==> config.mk <==
export PLATFORM = sky130hd
export DESIGN_NAME = sha1_stream_ctrl
export DESIGN_NICKNAME = d
export VERILOG_FILES = /design/src/rtl/sha1_stream_ctrl.sv
export SDC_FILE = /design/constraint.sdc
export NUM_CORES = 2
export LEC_CHECK = 0
export CAP_MARGIN = 20
export CELL_PAD_IN_SITES_DETAIL_PLACEMENT = 1
export CELL_PAD_IN_SITES_GLOBAL_PLACEMENT = 1
export CORE_AREA = 2 2 398 400
export CTS_BUF_LIST = sky130_fd_sc_hd__clkbuf_8
export DETAILED_ROUTE_END_ITERATION = 7
export DIE_AREA = 0 0 400 402
export GPL_TIMING_DRIVEN = 0
export PLACE_DENSITY = 0.56
export SLEW_MARGIN = 0
export SYNTH_ARGS = -nofsm -noshare
export SYNTH_HDL_FRONTEND = slang
export SYNTH_SLANG_ARGS = --single-unit
==> constraint.sdc <==
create_clock -name i_clk -period 31.9 [get_ports i_clk]
set_input_delay 6.38 -clock i_clk [delete_from_list [all_inputs] [get_ports i_clk]]
set_output_delay 6.38 -clock i_clk [all_outputs]
set_load 0.03 [all_outputs]
==> src/rtl/sha1_stream_ctrl.sv <==
// sha1_stream_ctrl: front end for a single sha1_core instance.
// Takes a big-endian 32-bit word stream and builds 512-bit blocks from it.
// It adds the SHA-1 pad byte and the 64-bit bit length, which may need one extra tail block.
// Each block is issued on the core's start/done handshake, and the chaining value is carried from block to block.
// The final 160-bit digest is published with a one-cycle valid pulse.
module sha1_stream_ctrl #(
  parameter logic [159:0] INIT = 160'h67452301_EFCDAB89_98BADCFE_10325476_C3D2E1F0
) (
  input  logic         i_clk,
  input  logic         i_rst,
  input  logic         i_s_valid,
  output logic         o_s_ready,
  input  logic [31:0]  i_s_data,
  input  logic         i_s_last,
  input  logic [2:0]   i_s_nbytes,
  output logic         o_core_start,
  output logic [511:0] o_core_data,
  output logic [159:0] o_core_vin,
  input  logic [159:0] i_core_vout,
  input  logic         i_core_done,
  output logic [159:0] o_digest,
  output logic         o_digest_valid
);

  typedef enum logic [2:0] {S_LOAD, S_PAD, S_HASH, S_TAIL, S_DONE} state_t;
  // What still has to follow the block currently being hashed
  typedef enum logic [1:0] {PP_NONE, PP_LEN, PP_P80} pad_t;

  state_t        state;
  state_t        state_n;
  pad_t          pad_pend;
  logic          final_blk;
  logic [4:0]    wcnt;
  logic [6:0]    bc;
  logic [63:0]   bitlen;
  logic [159:0]  h;
  logic [511:0]  blk;

  logic          xfer;
  logic          core_fin;
  logic [2:0]    nb_clamp;
  logic [6:0]    bc_in;
  logic [511:0]  pad_blk;

  assign o_s_ready   = (state == S_LOAD) & ~i_rst;
  assign xfer        = i_s_valid & o_s_ready;
  // Done is only meaningful once the start cycle is over
  assign core_fin    = (state == S_HASH) & ~o_core_start & i_core_done;
  assign o_core_data = blk;
  assign o_core_vin  = h;

  // Byte count of the incoming word; a last word may carry 0..4 bytes
  always_comb begin
    nb_clamp = 3'd4;
    if (i_s_last && (i_s_nbytes < 3'd4))
      nb_clamp = i_s_nbytes;
    bc_in = {wcnt, 2'b00} + {4'd0, nb_clamp};
  end

  // Padded view of the current block: 0x80 at byte bc, zeros after, length if it fits
  always_comb begin
    pad_blk = blk;
    if (bc < 7'd64) begin
      for (int i = 0; i < 64; i++) begin
        if (7'(i) == bc)
          pad_blk[511 - 8*i -: 8] = 8'h80;
        else if (7'(i) > bc)
          pad_blk[511 - 8*i -: 8] = 8'h00;
      end
      if (bc <= 7'd55)
        pad_blk[63:0] = bitlen;
    end
  end

  // State register
  always_ff @(posedge i_clk or posedge i_rst) begin
    if (i_rst)
      state <= S_LOAD;
    else
      state <= state_n;
  end

  // Next-state decode
  always_comb begin
    state_n = state;
    case (state)
      S_LOAD: begin
        if (xfer) begin
          if (i_s_last)
            state_n = S_PAD;
          else if (wcnt == 5'd15)
            state_n = S_HASH;
        end
      end
      S_PAD:  state_n = S_HASH;
      S_HASH: begin
        if (core_fin) begin
          if (final_blk)
            state_n = S_DONE;
          else if (pad_pend != PP_NONE)
            state_n = S_TAIL;
          else
            state_n = S_LOAD;
        end
      end
      S_TAIL: state_n = S_HASH;
      S_DONE: state_n = S_LOAD;
      default: state_n = S_LOAD;
    endcase
  end

  // Block buffer, length, chaining value, padding bookkeeping and output registers
  always_ff @(posedge i_clk or posedge i_rst) begin
    if (i_rst) begin
      wcnt           <= 5'd0;
      bc             <= 7'd0;
      bitlen         <= 64'd0;
      h              <= INIT;
      blk            <= '0;
      final_blk      <= 1'b0;
      pad_pend       <= PP_NONE;
      o_core_start   <= 1'b0;
      o_digest       <= '0;
      o_digest_valid <= 1'b0;
    end else begin
      o_core_start   <= (state_n == S_HASH) && (state != S_HASH);
      o_digest_valid <= (state == S_DONE);
      case (state)
        S_LOAD: begin
          if (xfer) begin
            blk[9'd511 - {wcnt[3:0], 5'd0} -: 32] <= i_s_data;
            wcnt   <= wcnt + 5'd1;
            bitlen <= bitlen + {58'd0, nb_clamp, 3'd0};
            if (i_s_last) begin
              bc <= bc_in;
            end else if (wcnt == 5'd15) begin
              final_blk <= 1'b0;
              pad_pend  <= PP_NONE;
            end
          end
        end
        S_PAD: begin
          blk <= pad_blk;
          if (bc <= 7'd55) begin
            final_blk <= 1'b1;
            pad_pend  <= PP_NONE;
          end else if (bc < 7'd64) begin
            final_blk <= 1'b0;
            pad_pend  <= PP_LEN;
          end else begin
            final_blk <= 1'b0;
            pad_pend  <= PP_P80;
          end
        end
        S_HASH: begin
          if (core_fin) begin
            h    <= i_core_vout;
            wcnt <= 5'd0;
            // Pre-build the tail block here so S_TAIL only has to flip the flags
            if (!final_blk && (pad_pend != PP_NONE))
              blk <= {(pad_pend == PP_P80) ? 32'h8000_0000 : 32'h0, 416'd0, bitlen};
            else
              blk <= '0;
          end
        end
        S_TAIL: begin
          final_blk <= 1'b1;
          pad_pend  <= PP_NONE;
        end
        S_DONE: begin
          o_digest  <= h;
          h         <= INIT;
          bitlen    <= 64'd0;
          final_blk <= 1'b0;
        end
        default: ;
      endcase
    end
  end

endmodule

-- Yosys cells after proc, flatten, opt, wreduce, memory -nomap -nowiden
Cells that the tools add are included.
- add/subtract/negate cells: 5
- order comparisons: 67
- equal/unequal tests: 140
- shifts and indexed selects: 2
- mux-type cells: 162
- bitwise operators: 6
- reductions and logical operators: 84
- operators with widths (cell ; number):
    two-way mux 512 bit ; 4
    one-hot mux 512 bit (3 select lines) ; 1
    two-way mux 8 bit ; 128
    variable shift 32 x 11 -> 543 bit (first input constant) ; 1
    indexed part select 32 x 11 -> 543 bit ; 1
    bitwise mux 512 bit ; 1
    one-hot mux 160 bit (2 select lines) ; 1
    AND reduction 5 bit ; 64
    == test 6 x 7 -> 1 bit (first input constant) ; 32
    > comparator 6 x 7 -> 1 bit (first input constant) ; 32
    inequality test 3 bit (second input constant) ; 56
    two-way mux 160 bit ; 1
    two-way mux 64 bit ; 2
    one-hot mux 64 bit (2 select lines) ; 1
    == test 5 x 7 -> 1 bit (first input constant) ; 16
    > comparator 5 x 7 -> 1 bit (first input constant) ; 16
    adder 64 x 6 -> 64 bit ; 1
    == test 4 x 7 -> 1 bit (first input constant) ; 8
    > comparator 4 x 7 -> 1 bit (first input constant) ; 8
    two-way mux 32 bit ; 1
    inequality test 4 bit (second input constant) ; 8
    == test 3 x 7 -> 1 bit (first input constant) ; 4
    > comparator 3 x 7 -> 1 bit (first input constant) ; 4
    two-way mux 3 bit ; 6
    39 further kinds ; 69
- flip-flop bits (word level): 916
- output and inout bits: 835
- logic and storage cells: 540

-- Logic depth before layout (Yosys ltp)
- depth in word-level cells: 7
- mapped depth: 11
- mapped depth without buffers: 9

-- Worst setup path before layout
Ideal clock, no wire load.
- kind: input to output
- start point: in i_rst
- end point: out o_s_ready
- arrival: 6.793 ns
- data required time: 25.520 ns
- path slack: 18.727 ns
- stages on the path: 1
- path buffers: 0
- cell sequence: nor2_1
- longest elaborated chain between the ends: 2
- RTL lines (what ; line ; RTL):
    start: declaration ; 10 ; input logic i_rst,
    inverter 1 bit ; 45 ; assign o_s_ready = (state == S_LOAD) & ~i_rst;
    AND 1 bit ; 45 ;
    end: declaration ; 12 ; output logic o_s_ready,
No other way between the ends.

-- Final worst setup path
Same ends and word-level chain as after synthesis.

==> flow_summary.json <==
{
  "async_flop_share_pct": 100,
  "core_area_mm2": 0.157,
  "pin_count": 1035,
  "grt.total_usage_pct": 26.4,
  "finalSetupViolations": 0,
  "avgSynthCellArea_um2": 10.8,
  "fmax_mhz": 70.0,
  "yosys_most_used_dff": "dfrtp_1",
  "cellLeakagePower_uw": 0.0239,
  "fp.dieW_um": 400,
  "clkTransAtPathRegs_ns": 0.06,
  "switchingPower_uw": 2290,
  "report.final.slew_viol_count": 0,
  "holdPathEnd": "o_digest[55]",
  "fin_util_pct": 35.3,
  "tightest_slew_ns": 1.10,
  "r2r-end": "o_core_data[105]",
  "design.die.area_mm2": 0.161,
  "core.rowCount": 146,
  "cap_violations": 0,
  "synth.ff_latch_count": 913,
  "holdBufCountCts": 0,
  "drt_wl_total_um": 218000,
  "dr.first_iter.drc_count": 2311,
  "grt_max_degree": 41,
  "worstReg2RegStart": "wcnt[1]",
  "synth_fp_nets": 3753,
  "yosys-top-cells-count": "nand2_1 (989), dfrtp_1 (833), a32o_1 (224)",
  "cts_root_buf": "clkbuf_8",
  "cp-end-kind": "primary output",
  "cp.arrival_ns": 7.90,
  "clockPowerShare_pct": 24.0,
  "critPathMaxFanout": 5,
  "cts_setup_buffers": 0,
  "wire_per_inst_um": 31.1,
  "min_path_cells": 2,
  "status": "finished clean",
  "yosysMostFrequentCell": "nand2_1",
  "synth.area.top_cells": "dfrtp_1 (55%), nand2_1 (9.7%), a32o_1 (5.9%)",
  "post-route-period-util_pct": 44.8,
  "rsz0062_at_grt": "no",
  "slew_headroom_pct": 26.3,
  "crit_path_max_incr_delay_ns": 0.79,
  "critPathTopFamily": "buffers and inverters",
  "fillers": 17600,
  "numCtsBuffers": 174,
  "start_util_pct": 24.3,
  "tns_ns": 0,
  "period_needed_ns": 14.28,
  "place_congestion": 0.926,
  "syn-instance-count": 3539,
  "r2r_slack_ns": 27.45,
  "port_buffers": 1008,
  "cts_tree": "yes",
  "grt_pass1_wl_um": 300000,
  "clock_path_buffers": 3,
  "netlist_area_mm2": 0.0381,
  "ctsResizeCount": 0,
  "drc": 0,
  "die_h_um": 402,
  "vias": 35100,
  "synth_top_area_share_pct": 54.7,
  "powerDensity_mw_per_mm2": 92.1,
  "cp.required_ns": 25.52,
  "cp_slowest_cell": "clkdlybuf4s50_1",
  "reg2reg_depth": 9,
  "antenna_found_initial": 15,
  "hold_start": "o_digest[55]",
  "p_sw_share_pct": 44.9,
  "ys_warn_count": 0,
  "synth_enable_flop_cells": 0,
  "htree_levels": 4,
  "path_class": "in -> out",
  "clk_latency_ns": 0.90,
  "dpl_cell_area_mm2": 0.0517,
  "worstPathCellList": "clkdlybuf4s50_1, nor2_1, clkdlybuf4s50_1",
  "synth_area_leader_cell": "dfrtp_1",
  "start_kind": "input pin",
  "grt.overflow.total": 0,
  "ys_seq_area_share_pct": 60.2,
  "ant_nets": 0,
  "holdWs_ns": 0.472,
  "grt_pass1_vias": 36900,
  "pwr-share-seq_pct": 32.5,
  "design_area_mm2": 0.0554,
  "cts.sinks": 913,
  "ys_types": 81,
  "place_ws_ns": 17.59,
  "fin_skew_ns": 0.0451,
  "p_int_uw": 2810,
  "ir_drop_uv": 44.8,
  "share_comb_of_total_power_pct": 43.6,
  "crit_top_cell": "clkdlybuf4s50_1",
  "hold_violations": 0,
  "dr.pass1.iters": 5,
  "hp-class": "reg -> reg",
  "dp_hpwl_um": 168000,
  "drive_above_1_share_pct": 12.4,
  "areaGrowthSynthToFinish_pct": 45.2,
  "final_nets": 4988,
  "crit_buf_inv": 2,
  "layout_setup_ws_ns": 17.62,
  "via_per_inst": 5.01
}
worst max path at each step:
stage,slack (ns),to,start,cells past startpoint
2_1_floorplan,13.02,bc[0],i_rst,1
3_3_place_gp,5.68,o_core_vin[21],i_rst,2
3_5_place_dp,17.59,o_s_ready,i_rst,3
4_1_cts,17.58,o_s_ready,i_rst,3
5_1_grt,17.57,o_s_ready,i_rst,3
6_report,17.62,o_s_ready,i_rst,3
flip-flops by register name (all words and copies together) (netlist names):
name	flops
wcnt	5
pad_pend	2
bc	7
o_digest_valid	1
state	3
o_core_data	512
bitlen	61
o_core_start	1
o_core_vin	160
o_digest	160
final_blk	1
stage by stage:
step,std cells,total power [uW]
2_1_floorplan,3539,2770
3_3_place_gp,6619,3860
3_5_place_dp,6670,3900
4_1_cts,6982,5150
5_1_grt,6988,5330
6_report,6993,5100
metal layers:
layer	track usage, %	routed length, um	up-vias
li1	-	-	15200
met1	29.7	81700	18100
met2	45.4	107000	1433
met3	9.97	20700	349
met4	9.15	8160	10
met5	0	74	-
worst reg2reg max path, cell delays in order (launching register included):
cell	delay (ns)
dfrtp_1	0.43
clkbuf_1	0.32
inv_1	0.15
clkbuf_1	0.58
clkbuf_1	0.63
ha_1	0.44
nand3_1	0.23
nor2_1	0.75
clkbuf_1	0.61
a32o_1	0.26
power by group through the flow:
stage          Sequential, uW  Clock, uW  Combinational (uW)
2_1_floorplan            2110          0                 660
3_3_place_gp             1670          0                2190
3_5_place_dp             1670          0                2230
4_1_cts                  1660       1260                2230
5_1_grt                  1690       1310                2330
6_report                 1660       1220                2220
layout make-up:
| type | instances | area (um^2) | share of cell area (%) |
|---|---|---|---|
| Antenna cell | 11 | 27.5 | 0.0497 |
| Buffer | 267 | 1090 | 1.96 |
| Clock buffer | 221 | 3040 | 5.49 |
| Clock inverter | 91 | 581 | 1.05 |
| Inverter | 19 | 75.1 | 0.136 |
| Multi-Input combinational cell | 2340 | 14100 | 25.4 |
| Sequential cell | 913 | 22900 | 41.4 |
| Tap cell | 2072 | 2590 | 4.68 |
| Timing Repair Buffer | 1059 | 11000 | 19.8 |
cell families after synthesis:
logic type,Yosys count,synth area share [%]
and+or+nand+nor,1410,15.7
DFF,913,60.2
AOI/OAI and AO/OA,769,16.5
buffers and inverters,286,2.97
muxes,116,3.41
xor gates and xnor gates,31,0.712
adders and majority gates,14,0.479
cells in the final DEF (no fill, tap or decap), drive strengths merged, types with 6 or more instances in the layout:
cell,netlist,routed
xnor2,12,12
nand3,170,170
and3,9,9
nor3,15,15
a22o,10,10
o21ai,82,82
buf,77,128
nand2,990,990
xor2,19,19
and2,14,14
a21o,6,6
clkbuf,190,411
or3,28,28
nor2b,11,11
o221ai,21,21
nor2,93,93
nand4,29,29
dfstp,80,80
clkdlybuf4s50,0,1008
nand3b,9,9
or4,7,7
o211ai,23,23
or2,7,7
ha,13,13
diode,0,11
o2bb2ai,182,182
mux2,111,111
a21oi,122,122
nor4,9,9
a32o,224,224
clkinv,0,17
o22ai,50,50
dfrtp,833,833
inv,19,87
o31ai,13,13
No activity file was read; power rests on OpenSTA's default activity.
